`src/rtl/pc_pkg.sv`:
```
// Shared types and default constants for the PC / trap sequencer.
package pc_pkg;

  typedef enum logic {
    RUN,
    HANDLER
  } state_e;

  typedef enum logic [2:0] {
    SEQ,
    BR,
    JAL,
    JALR,
    TRAP,
    TRET,
    HOLD
  } pc_sel_e;

  localparam int DEFAULT_TRAP_VEC = 'h40;
  localparam int DEFAULT_RESET_PC = 0;

endpackage

```
`src/rtl/irq_sync_edge.sv`:
```
// Multi-flop synchroniser for an asynchronous level, followed by a rising-edge
// detector that emits a single-cycle pulse.
module irq_sync_edge #(
  parameter int IRQ_SYNC = 2
) (
  input  logic clock,
  input  logic reset,
  input  logic async_i,
  output logic pulse_o
);

  // Fewer than two flops gives no metastability protection, so clamp.
  localparam int STAGES = (IRQ_SYNC < 2) ? 2 : IRQ_SYNC;

  logic [STAGES-1:0] sync_q;
  logic              hist_q;

  always_ff @(posedge clock) begin
    if (reset) begin
      sync_q <= '0;
      hist_q <= 1'b0;
    end else begin
      sync_q <= {sync_q[STAGES-2:0], async_i};
      hist_q <= sync_q[STAGES-1];
    end
  end

  assign pulse_o = sync_q[STAGES-1] & ~hist_q;

endmodule

```
`src/rtl/pc_trap_unit.sv`:
```
// Program counter, next-PC mux and single-level trap sequencer with
// synchronised interrupt capture and memory-busy stall.
module pc_trap_unit
  import pc_pkg::*;
#(
  parameter int NBITS       = 8,
  parameter int INSTR_BYTES = 4,
  parameter int RESET_PC    = DEFAULT_RESET_PC,
  parameter int TRAP_VEC    = DEFAULT_TRAP_VEC,
  parameter int IRQ_SYNC    = 2
) (
  input  logic             clock,
  input  logic             reset,
  input  logic             busy,
  input  logic             interrupt,
  input  logic             branch,
  input  logic             eflag,
  input  logic             ju,
  input  logic             jr,
  input  logic             tret,
  input  logic [NBITS-1:0] imm,
  input  logic [NBITS-1:0] rs1_val,
  output logic [NBITS-1:0] pc,
  output logic [NBITS-1:0] pc_next,
  output logic             link,
  output logic [NBITS-1:0] pclink,
  output logic [NBITS-1:0] sepc,
  output logic             in_trap,
  output logic             irq_ack
);

  localparam logic [NBITS-1:0] STEP       = NBITS'(INSTR_BYTES);
  localparam logic [NBITS-1:0] TVEC       = NBITS'(TRAP_VEC);
  localparam logic [NBITS-1:0] RPC        = NBITS'(RESET_PC);
  localparam logic [NBITS-1:0] ALIGN_MASK = ~NBITS'(1);

  state_e           state_q, state_d;
  logic [NBITS-1:0] pc_q, pc_d;
  logic [NBITS-1:0] sepc_q, sepc_d;
  logic             pending_q, pending_d;
  logic             ack_q;

  logic             irqPulse;
  logic             trapEntry;
  pc_sel_e          flowSel, sel;
  logic [NBITS-1:0] pcSeq, pcRel, jalrSum, flowTarget, selTarget;

  irq_sync_edge #(
    .IRQ_SYNC (IRQ_SYNC)
  ) u_irq_sync_edge (
    .clock   (clock),
    .reset   (reset),
    .async_i (interrupt),
    .pulse_o (irqPulse)
  );

  // Program-flow target ignoring traps; this is also what sepc captures on entry.
  always_comb begin
    pcSeq   = pc_q + STEP;
    pcRel   = pc_q + imm;
    jalrSum = rs1_val + imm;

    flowSel = SEQ;
    if (jr) begin
      flowSel = JALR;
    end else if (ju) begin
      flowSel = JAL;
    end else if (branch && eflag) begin
      flowSel = BR;
    end

    case (flowSel)
      JALR:    flowTarget = jalrSum & ALIGN_MASK;
      JAL:     flowTarget = pcRel;
      BR:      flowTarget = pcRel;
      default: flowTarget = pcSeq;
    endcase
  end

  assign trapEntry = !busy && (state_q == RUN) && pending_q;

  always_comb begin
    sel = flowSel;
    if (busy) begin
      sel = HOLD;
    end else if (trapEntry) begin
      sel = TRAP;
    end else if ((state_q == HANDLER) && tret) begin
      sel = TRET;
    end

    case (sel)
      HOLD:    selTarget = pc_q;
      TRAP:    selTarget = TVEC;
      TRET:    selTarget = sepc_q;
      default: selTarget = flowTarget;
    endcase

    pc_d = reset ? RPC : selTarget;
  end

  // A fresh edge in the entry cycle re-arms pending rather than being lost.
  always_comb begin
    state_d   = state_q;
    sepc_d    = sepc_q;
    pending_d = pending_q | irqPulse;
    if (trapEntry) begin
      state_d   = HANDLER;
      sepc_d    = flowTarget;
      pending_d = irqPulse;
    end else if (sel == TRET) begin
      state_d = RUN;
    end
  end

  always_ff @(posedge clock) begin
    if (reset) begin
      state_q   <= RUN;
      pc_q      <= RPC;
      sepc_q    <= '0;
      pending_q <= 1'b0;
      ack_q     <= 1'b0;
    end else begin
      state_q   <= state_d;
      pc_q      <= pc_d;
      sepc_q    <= sepc_d;
      pending_q <= pending_d;
      ack_q     <= trapEntry;
    end
  end

  assign pc      = pc_q;
  assign pc_next = pc_d;
  assign link    = (ju || jr) && !busy && !trapEntry;
  assign pclink  = pcSeq;
  assign sepc    = sepc_q;
  assign in_trap = (state_q == HANDLER);
  assign irq_ack = ack_q;

endmodule

```
`config.mk`:
```
export PLATFORM = sky130hd
export DESIGN_NAME = pc_trap_unit
export DESIGN_NICKNAME = d
export VERILOG_FILES = /design/src/rtl/pc_pkg.sv /design/src/rtl/irq_sync_edge.sv /design/src/rtl/pc_trap_unit.sv
export SDC_FILE = /design/constraint.sdc
export NUM_CORES = 1
export LEC_CHECK = 0
export BUFFER_PORTS_ARGS = -buffer_cell sky130_fd_sc_hd__buf_2
export CAP_MARGIN = 10
export CELL_PAD_IN_SITES_DETAIL_PLACEMENT = 1
export CELL_PAD_IN_SITES_GLOBAL_PLACEMENT = 2
export CORE_ASPECT_RATIO = 1.1
export CORE_UTILIZATION = 25
export DETAILED_ROUTE_END_ITERATION = 10
export HOLD_SLACK_MARGIN = 0.1
export PLACE_DENSITY = 0.85
export SLEW_MARGIN = 20
export SYNTH_ARGS = -nofsm -noshare
export SYNTH_HDL_FRONTEND = slang
export SYNTH_SLANG_ARGS = --single-unit
```
`constraint.sdc`:
```
create_clock -name clock -period 2.76 [get_ports clock]
set_input_delay 0.69 -clock clock [delete_from_list [all_inputs] [get_ports clock]]
set_output_delay 0.69 -clock clock [all_outputs]
set_load 0.03 [all_outputs]
```
==> results of run 1 <==
-- cells by family (layout without fill, tap and decap cells) --
logic type,after synthesis,after routing
AO/OA/AOI/OAI,78,78
multiplexers,1,1
adder cells (fa/ha/maj),18,18
AND/OR/NAND/NOR,73,73
buffers and inverters,30,141
flip-flops,22,22
XOR/XNOR,15,15
-- repair_timing --
item,in CTS,in global routing
hold buffers,0,0
setup endpoints to repair,8,8
resized for setup,57,28
pin swaps,19,22
setup buffers,7,5
-- sequential cells by signal (all words and copies together) (netlist names) --
register                cells
pending_q                   1
u_irq_sync_edge.sync_q      2
u_irq_sync_edge.hist_q      1
sepc                        8
irq_ack                     1
in_trap                     1
pc                          8
-- cell usage in the layout, fill, tap and decap left out, drive strengths merged, types with 2 or more instances in the layout --
cell type	netlist	routed
nand3b	4	4
dfxtp	22	22
xnor2	11	11
nor3	3	3
a21o	3	3
a221oi	7	7
a21oi	23	23
o21a	2	2
inv	16	16
o31ai	3	3
a31oi	5	5
o21ai	11	11
buf	5	121
nor2	20	20
a211oi	2	2
o22ai	9	9
nand3	2	2
nor2b	6	6
ha	16	16
nand2b	3	3
o31a	2	2
and3	2	2
xor2	4	4
fa	2	2
clkbuf	9	4
nand2	28	28
o32ai	2	2
-- power by group through the flow --
stage	combinational (uW)	sequential [uW]	clock [uW]
2_1_floorplan	346	389	0
3_3_place_gp	600	357	0
3_5_place_dp	614	357	0
4_1_cts	722	351	242
5_1_grt	838	354	255
6_report	785	352	238
-- routing by layer --
layer	vias to the layer above	share of wire [%]	routed length, um	GRT usage [%]
met4	0	0.58	40	3.53
met1	1062	44	3030	21.1
met3	4	3.1	212	1.62
li1	1065	-	-	-
met5	-	0	0	0
met2	45	52	3580	31.9
-- per-stage QoR --
| stage | power (uW) | setup WS [ns] | cells | setup TNS [ns] |
|---|---|---|---|---|
| detailed placement | 971 | -0.511 | 417 | -3.68 |
| CTS | 1310 | -0.345 | 428 | -1.92 |
| floorplan | 735 | -0.0704 | 237 | -0.308 |
| global route | 1450 | -0.461 | 433 | -2.40 |
| global placement | 957 | -0.484 | 417 | -3.47 |
| finish | 1370 | -0.366 | 433 | -1.84 |
-- worst max-delay path, cell delays in order --
cell and delay [ns]:
buf_8 0.08, ha_4 0.13, inv_2 0.03, fa_2 0.36
nor2b_4 0.12, o31a_1 0.23, a21oi_2 0.06, a221oi_2 0.29
nand3b_1 0.22, a21oi_4 0.08, buf_6 0.15
-- area by class of cell --
type	instances	area, um2	share of cell area (%)
clock buffers	4	55.1	1.69
inverters	16	62.6	1.92
multi-input cells	185	1710	52.6
flip-flops and latches	22	440	13.5
well taps	85	106	3.27
repair buffers	121	880	27.0
-- worst max path at each step --
stage / endpoint / from / slack, ns / cells past startpoint
6_report: pc_next[4] / imm[0] / -0.37 / 11
5_1_grt: pc_next[2] / imm[0] / -0.46 / 11
4_1_cts: pc_next[6] / imm[0] / -0.35 / 12
3_5_place_dp: pc_next[3] / imm[2] / -0.51 / 10
3_3_place_gp: pc_next[3] / imm[1] / -0.48 / 10
2_1_floorplan: pc_next[2] / imm[0] / -0.07 / 8
==> metrics.md, run 1 <==
| Metric | Value |
|---|---|
| Outcome | `complete, but fails checks` |
| Failing checks | `negative setup slack` |
| Initial antenna violation count | `0` |
| Combinational power share | `57.1%` |
| Critical Path End Type | `primary output` |
| Critical path fanouts, max | `3` |
| Clock power frac | `17.3%` |
| Count leader, synth | `nand2_1` |
| Leakage power | `0.00142 uW` |
| Finished Cell Area | `0.00325 mm2` |
| Cell count after synthesis | `237` |
| Cell taking the most area after synthesis | `dfxtp_1` |
| Worst skew pair latency | `0.27 ns` |
| Post-synthesis register bit count | `22` |
| RR Startpoint | `pc[1]` |
| TritonCTS clock tree | `done` |
| RSZ-0062 raised after global routing | `yes` |
| Top-area cell type share of the netlist area | `24.0%` |
| Async S/R FF share, synth | `0%` |
| Vias | `2176` |
| Sw power | `530 uW` |
| Reg-to-reg slack, setup | `0.48 ns` |
| Setup CP Type | `input pin to primary output` |
| Total Routing Usage GR | `17.1%` |
| Setup ws final | `-0.366 ns` |
| TritonCTS Buffers | `3` |
| Post-Synth Adder-Cell Area | `13.1%` |
| Vias in the first global route | `2228` |
| Routed wire length | `6.87 mm` |
| Nets@finish | `392` |
| Post-synth EDFFs | `0` |
| Post-DP HPWL | `5.06 mm` |
| Fin crit period | `3.13 ns` |
| Register area share after synthesis | `24.0%` |
| Wire per inst | `15.9 um` |
| Fin util | `46.2%` |
| Synth Flop Type | `dfxtp_1` |
| Pwr Density | `422 mW/mm2` |
| Crit path arrival time | `2.44 ns` |
| Pin count of the biggest net entering global routing | `15` |
| Mux contribution to synthesized area | `0.545%` |
| Hold-critical path endpoint | `u_irq_sync_edge.sync_q[1]` |
| Clock sink count | `22` |
| Slew headroom | `70.2%` |
| DRC Markers | `0` |
| Post-Syn Area | `0.00184 mm2` |
| Placed Area | `0.00269 mm2` |
| Final hold viol count | `0` |
| Commonest cells post-synth | `nand2_1 (28), a21oi_1 (22), dfxtp_1 (22), nor2_1 (20)` |
| WP data required | `2.07 ns` |
| Max-cap viol count | `0` |
| First-pass GRT wire length | `10.7 mm` |
| H-Tree Depth | `1` |
| Area Growth Syn to Fin | `77.1%` |
| Post-Synth Simple-Gate Area | `20.0%` |
| Worst Hold Class | `register to register` |
| Max frequency | `0.320 GHz` |
| Hold_sp | `u_irq_sync_edge.sync_q[0]` |
| Clk pin slew, worst setup/hold paths | `0.09 ns` |
| Filler Cell Count | `852` |
| Largest family of logic cells by synthesized area | `compound AO/OA/AOI/OAI gates` |
| Antenna cell count | `0` |
| I/O Pins | `60` |
| Post-synthesis compound-gate area fraction | `28.6%` |
| Die height | `91.9 um` |
| Worst Hold Path Cells | `1` |
| DR iter-0 viols | `62` |
| Initial Utilization | `26.1%` |
| Worst-margin pin slew | `0.443 ns` |
| Switching Fraction | `38.6%` |
| Synth Area in XOR/XNOR | `7.15%` |
| Yosys cell types | `48` |
| Post-route ant nets | `0` |
| Worst Setup Start Kind | `input pin` |
| Post-Syn Nets | `280` |
| Final Setup Violations | `7` |
| Cell Rows | `32` |
| Clock tree buffer depth | `2` |
| Part of the power in registers | `25.6%` |
| Top area cells in the synthesized netlist | `dfxtp_1 (24%), ha_1 (11%), a21oi_1 (6.0%), nand2_1 (5.7%), xnor2_1 (5.2%)` |
| Core area | `0.00705 mm2` |
| Port-buffer cells | `59` |
| Maximum vdd drop | `0.318 mV` |
| Via density | `5.03` |
| Final Slew Violations | `0` |
| Total number of yosys warnings | `0` |
| Die X | `83.8 um` |
| Worst R2R Path Depth | `11` |
| Gpl congestion | `0.812` |
| FF-to-FF End | `sepc[6]` |
| Clk root buf | `clkbuf_8` |
| Die area | `0.00770 mm2` |
| Skew final | `0.00940 ns` |
| Power Internal | `844 uW` |
| Share of layout cells above drive strength 1 | `54.9%` |
| Initial DRT Pass Iterations | `4` |
| Hold Slack | `0.459 ns` |
| Final worst-path cycle share | `113%` |
| GR Overflow Total | `0` |
| Avg Synthesized Cell Area | `7.76 um2` |
No activity file was read; power rests on OpenSTA's default activity.
==> run 2, diff against run 1 <==
CORE_MARGIN = 10   (was not set)
==> run 2 against run 1 <==
Net effect: the flow still finishes with violations (negative setup slack); first-iteration DRC count down 39%; power down 1.5%; cell count down 0.46%; combinational power up 2%; critical endpoint unchanged; clock skew down 0.0057 ns.
==> metrics.md, run 2 (synthesis gave the netlist of run 1 again) <==
| Metric | Value |
|---|---|
| Multi-input gate area | `0.00168 mm2` |
| Register Area | `440 um2` |
| Reg-to-reg slack, setup | `0.45 ns` |
| CP max stage cell | `ha_1` |
| Setup ws final | `-0.414 ns` |
| Hold Slack | `0.458 ns` |
| Max frequency | `0.315 GHz` |
| Hold_sp | `u_irq_sync_edge.sync_q[0]` |
| Die area | `0.0112 mm2` |
| Fin crit period | `3.17 ns` |
| Die height | `110 um` |
| RR Startpoint | `pc[1]` |
| Final Setup Violations | `7` |
| Tot Pwr | `1350 uW` |
| Skew final | `0.00368 ns` |
| Pwr Density | `421 mW/mm2` |
| Worst Setup Start Kind | `input pin` |
| Filler Cell Count | `831` |
| Antenna cell count | `0` |
| DRC Markers | `0` |
| Max-cap viol count | `0` |
| Cell Rows | `32` |
| I/O Pins | `60` |
| Routed wire length | `7.59 mm` |
| Hold-critical path endpoint | `u_irq_sync_edge.sync_q[1]` |
| Pin count of the biggest net entering global routing | `15` |
| Setup CP Type | `input pin to primary output` |
| RSZ-0062 raised after global routing | `yes` |
| Clk pin slew, worst setup/hold paths | `0.08 ns` |
| Gpl congestion | `0.769` |
| Worst skew pair latency | `0.26 ns` |
| Worst-margin pin slew | `0.449 ns` |
| Outcome | `complete, but fails checks` |
| Wire per inst | `17.6 um` |
| CP Buf/Inv Count | `3` |
| Nets@finish | `391` |
| Most frequent cells in the layout | `buf_4 (57), buf_2 (42), nand2_1 (24)` |
| Slew headroom | `69.8%` |
| H-Tree Depth | `1` |
| Die X | `102 um` |
| Final hold viol count | `0` |
| Final worst-path cycle share | `115%` |
| Post-route ant nets | `0` |
| Critical Path End Type | `primary output` |
| Initial antenna violation count | `0` |
| Worst Hold Path Cells | `1` |
| Initial DRT Pass Iterations | `4` |
| TritonCTS Buffers | `3` |
| GR Overflow Total | `0` |
| Crit path arrival time | `2.48 ns` |
| Place WS | `-0.553 ns` |
| Initial Utilization | `25.9%` |
| Worst Hold Class | `register to register` |
| First-pass GRT wire length | `11.8 mm` |
| CP top delay family | `compound AO/OA/AOI/OAI gates` |
| Port-buffer cells | `59` |
| Core area | `0.00709 mm2` |
| Share of layout cells above drive strength 1 | `54.0%` |
| Clock tree buffer depth | `2` |
| Clock sink count | `22` |
| Worst R2R Path Depth | `11` |
| Vias in the first global route | `2360` |
| Area Growth Syn to Fin | `74.8%` |
| Max incr delay on CP | `0.35 ns` |
| Post-DP HPWL | `5.68 mm` |
| Failing checks | `negative setup slack` |
| Clk root buf | `clkbuf_8` |
| WP data required | `2.07 ns` |
| Via density | `5.01` |
| Total Routing Usage GR | `13.1%` |
| FF-to-FF End | `sepc[4]` |
| Vias | `2161` |
| Maximum vdd drop | `0.260 mV` |
| Final Slew Violations | `0` |
| Leakage power | `0.00141 uW` |
| TritonCTS clock tree | `done` |
| Worst-path cell chain | `buf_2 -> buf_4 -> ha_1 -> o21a_1 -> o31a_1 -> a21oi_2 -> a221oi_2 -> nand3b_1 -> a21oi_4 -> buf_6` |
| Most common cell after layout, fill and taps aside | `buf_4` |
| DR iter-0 viols | `38` |
| Critical path fanouts, max | `4` |
| Setup TNS | `-2.14 ns` |
## run 2: how the worst max path moves through the flow
stage,endpoint,cells after the start,start,slack [ns]
floorplan,pc_next[2],8,imm[0],-0.07
global placement,pc_next[3],9,imm[2],-0.49
detailed placement,pc_next[4],11,imm[0],-0.55
CTS,pc_next[6],12,imm[0],-0.38
global route,pc_next[4],10,imm[1],-0.53
finish,pc_next[4],10,imm[4],-0.41
## run 2: cell type report
type                            count  area share (%)
Clock buffer                        3            1.29
Inverter                           16            1.95
Timing Repair Buffer              120            27.5
Sequential cell                    22            13.7
Multi-Input combinational cell    185            52.3
Tap cell                           85            3.31
## run 2: worst reg2reg max path: cells and delay by family, from the launching register on
kind,cells,cell delay (ns)
AO/OA/AOI/OAI,4,0.73
adder cells (fa/ha/maj),1,0.41
buffers and inverters,4,0.46
flip-flops,1,0.42
AND/OR/NAND/NOR,2,0.17
## run 2: what timing repair did
action | CTS | global route
hold endpoints to repair | 0 | 0
setup endpoints to repair | 8 | 8
buffers inserted | 12 | 5
pin swaps | 24 | 24
gates resized for setup | 61 | 26
hold buffers | 0 | 0
## run 2: per-layer routing
| metal | track usage (%) | vias up | part of all wire, % |
|---|---|---|---|
| li1 | - | 1064 | - |
| met1 | 14.8 | 1057 | 41 |
| met2 | 24.1 | 36 | 53 |
| met3 | 3.01 | 4 | 5.8 |
| met4 | 3.27 | 0 | 0.61 |
| met5 | 0 | - | 0 |
## run 2: through the flow
stage	area (um2)	std cells	utilization, %
after global placement	2650	412	37.4
after CTS	3070	427	43.3
after global routing	3210	431	45.3
final	3210	431	45.3
after floorplan	1990	237	-
after detailed placement	2650	412	37.4
## run 2: power by group
group / total [uW] / internal [uW] / leakage [uW] / switching, uW
logic: 799 / 388 / 0.00121 / 411
registers: 351 / 334 / 0.000179 / 16.7
clock network: 204 / 97.5 / 0.0000216 / 106
total: 1350 / 820 / 0.00141 / 534
==> run 3, diff against run 2 <==
PLACE_DENSITY = 0.86   (was 0.85)
SETUP_SLACK_MARGIN = 0.1   (was not set)
SYNTH_HIERARCHICAL = 1   (was not set)
==> run 3 against run 2 <==
Net effect: core utilization is 1.2 points higher; non-clock buffer count is 1 lower; first-iteration DRC count is 5.3% higher; critical path depth is 2 higher; clock skew is 0.0023 ns lower; worst setup slack better by 0.013 ns; the flow still finishes with violations (negative setup slack); synthesized cell count is 3.0% higher; via count is 1.9% higher; design area is 2.6% higher; clock power is 2% lower.
==> metrics.md, run 3 <==
| Metric | Value |
|---|---|
| I/O Pins | `60` |
| Async S/R FF share, synth | `0%` |
| Nets@finish | `398` |
| Die area | `0.0112 mm2` |
| Maximum vdd drop | `0.263 mV` |
| RSZ-0062 raised after global routing | `yes` |
| Clk pin slew, worst setup/hold paths | `0.08 ns` |
| DRC Markers | `0` |
| Cell Rows | `32` |
| WP data required | `2.07 ns` |
| Wire per inst | `17.7 um` |
| Vias | `2202` |
| Total number of yosys warnings | `6` |
| H-Tree Depth | `1` |
| Final hold viol count | `0` |
| Initial antenna violation count | `0` |
| Avg Synthesized Cell Area | `7.53 um2` |
| Critical path fanouts, max | `3` |
| Setup ws final | `-0.400 ns` |
| Slew headroom | `77.6%` |
| Port-buffer cells | `59` |
| Max frequency | `0.316 GHz` |
| Post-Syn Nets | `287` |
| Commonest cells post-synth | `nand2_1 (29), a21oi_1 (25), dfxtp_1 (22), nor2_1 (22)` |
| Gpl congestion | `0.784` |
| Die height | `110 um` |
| Final Setup Violations | `7` |
| Most frequent cells in the layout | `buf_4 (56), buf_2 (43), nand2_1 (25)` |
| Most common cell after layout, fill and taps aside | `buf_4` |
| Initial DRT Pass Iterations | `4` |
| Skew final | `0.00135 ns` |
| Finished Cell Area | `0.00330 mm2` |
| Post-DP HPWL | `5.75 mm` |
| Fin crit period | `3.16 ns` |
| Failing checks | `negative setup slack` |
| Worst Hold Class | `register to register` |
| Vias in the first global route | `2399` |
| Critical Path End Type | `primary output` |
| Pwr Density | `403 mW/mm2` |
| Final Slew Violations | `0` |
| Clk root buf | `clkbuf_8` |
| Place WS | `-0.488 ns` |
| Register area share after synthesis | `24.0%` |
| Synth Flop Type | `dfxtp_1` |
| Leakage power | `0.00145 uW` |
| GR Overflow Total | `0` |
| Yosys cell types | `45` |
| Post-synth EDFFs | `0` |
| Initial Utilization | `25.9%` |
| Pin count of the biggest net entering global routing | `18` |
| Count leader, synth | `nand2_1` |
| Core area | `0.00709 mm2` |
| TritonCTS clock tree | `done` |
| Post-route ant nets | `0` |
| Placed Area | `0.00279 mm2` |
| Die X | `102 um` |
| First-pass GRT wire length | `11.9 mm` |
| Worst-margin pin slew | `0.333 ns` |
| Total Routing Usage GR | `13.1%` |
| Tot Pwr | `1330 uW` |
| Post-synthesis register bit count | `22` |
| Worst Setup Start Kind | `input pin` |
| Cell taking the most area after synthesis | `dfxtp_1` |
| Area Growth Syn to Fin | `79.5%` |
| TritonCTS Buffers | `3` |
| Outcome | `complete, but fails checks` |
| Antenna cell count | `0` |
| Setup CP Type | `input pin to primary output` |
| Top area cells in the synthesized netlist | `dfxtp_1 (24%), ha_1 (11%), a21oi_1 (6.8%), nand2_1 (5.9%), nor2_1 (4.5%)` |
| Clock sink count | `22` |
| DR iter-0 viols | `40` |
| Max-cap viol count | `0` |
| Clock tree buffer depth | `2` |
| Worst skew pair latency | `0.26 ns` |
| Cell count after synthesis | `244` |
| Final worst-path cycle share | `115%` |
| Crit path arrival time | `2.47 ns` |
| Post-Syn Area | `0.00184 mm2` |
| Filler Cell Count | `871` |
| Routed wire length | `7.73 mm` |
| Top-area cell type share of the netlist area | `24.0%` |
| Share of layout cells above drive strength 1 | `54.4%` |
| Via density | `5.03` |
[run 3: cell types whose count changed in the layout (fill, tap and decap cells not counted), sizes merged, moves of 3 or more]
cell	previous run	this run
a31o	1	4
a21oi	23	26
nand2b	3	0
nand3	2	9
o22ai	9	4
[run 3: through the flow]
step | hold WS, ns | instances | utilization, % | setup TNS [ns]
finish | 0.449 | 438 | 46.5 | -2.10
global route | 0.462 | 438 | 46.5 | -2.69
CTS | 0.455 | 433 | 44.5 | -2.25
detailed placement | 0.437 | 424 | 39.4 | -3.13
global placement | 0.418 | 424 | 39.4 | -2.84
floorplan | 0.414 | 244 | - | -0.189
[run 3: final cells by class]
type,count,area [um2],share of cell area [%]
Tap cell,85,106,3.23
Timing Repair Buffer,119,898,27.2
Inverter,16,67.6,2.05
Clock buffer,3,41.3,1.25
Multi-Input combinational cell,193,1740,52.9
Sequential cell,22,440,13.4
[run 3: kinds of logic after synthesis]
kind of cell	share of synthesized area, %
buffers and inverters	6.47
adder cells (fa/ha/maj)	13.1
AO/OA/AOI/OAI	27.4
AND/OR/NAND/NOR	22.8
multiplexers	0.545
XOR/XNOR	5.72
flip-flops	24.0
[run 3: routing by layer]
metal	share of wire, %	track usage, %	up-vias
met1	41	15.3	1073
met5	0	0	-
met2	55	24.2	36
met3	4.5	2.70	2
met4	0.27	2.35	0
li1	-	-	1091
[run 3: worst paths after layout]
kind / startpoint / endpoint / slack (ns) / cells after the start
max reg2reg: pc[1] / pc[7] / 0.54 / 10
min reg2reg: u_irq_sync_edge/sync_q[0] / u_irq_sync_edge/sync_q[1] / 0.45 / 1
min: u_irq_sync_edge/sync_q[0] / u_irq_sync_edge/sync_q[1] / 0.45 / 1
max: imm[0] / pc_next[6] / -0.40 / 12
[run 3: repair_timing]
| item | in CTS | in global routing |
|---|---|---|
| setup endpoints to repair | 8 | 8 |
| gates resized for setup | 66 | 21 |
| pin swaps | 21 | 17 |
| cloned | 0 | 0 |
| hold buffers | 0 | 0 |
| hold endpoints to repair | 0 | 0 |
| setup buffers | 6 | 5 |
[run 3: critical path, cell delays in order]
cell and delay (ns):
buf_8 0.10, ha_4 0.15, inv_2 0.05, fa_2 0.22
nor2b_2 0.05, o31a_1 0.34, o2111ai_2 0.22, o31ai_2 0.11
nor4_2 0.18, buf_4 0.16, o21ai_2 0.06, buf_6 0.14
[run 3: power breakdown]
| part | total, uW | internal (uW) | switching (uW) |
|---|---|---|---|
| combinational | 779 | 372 | 407 |
| sequential | 350 | 335 | 15.6 |
| clock | 200 | 97.4 | 102 |
| total | 1330 | 804 | 525 |
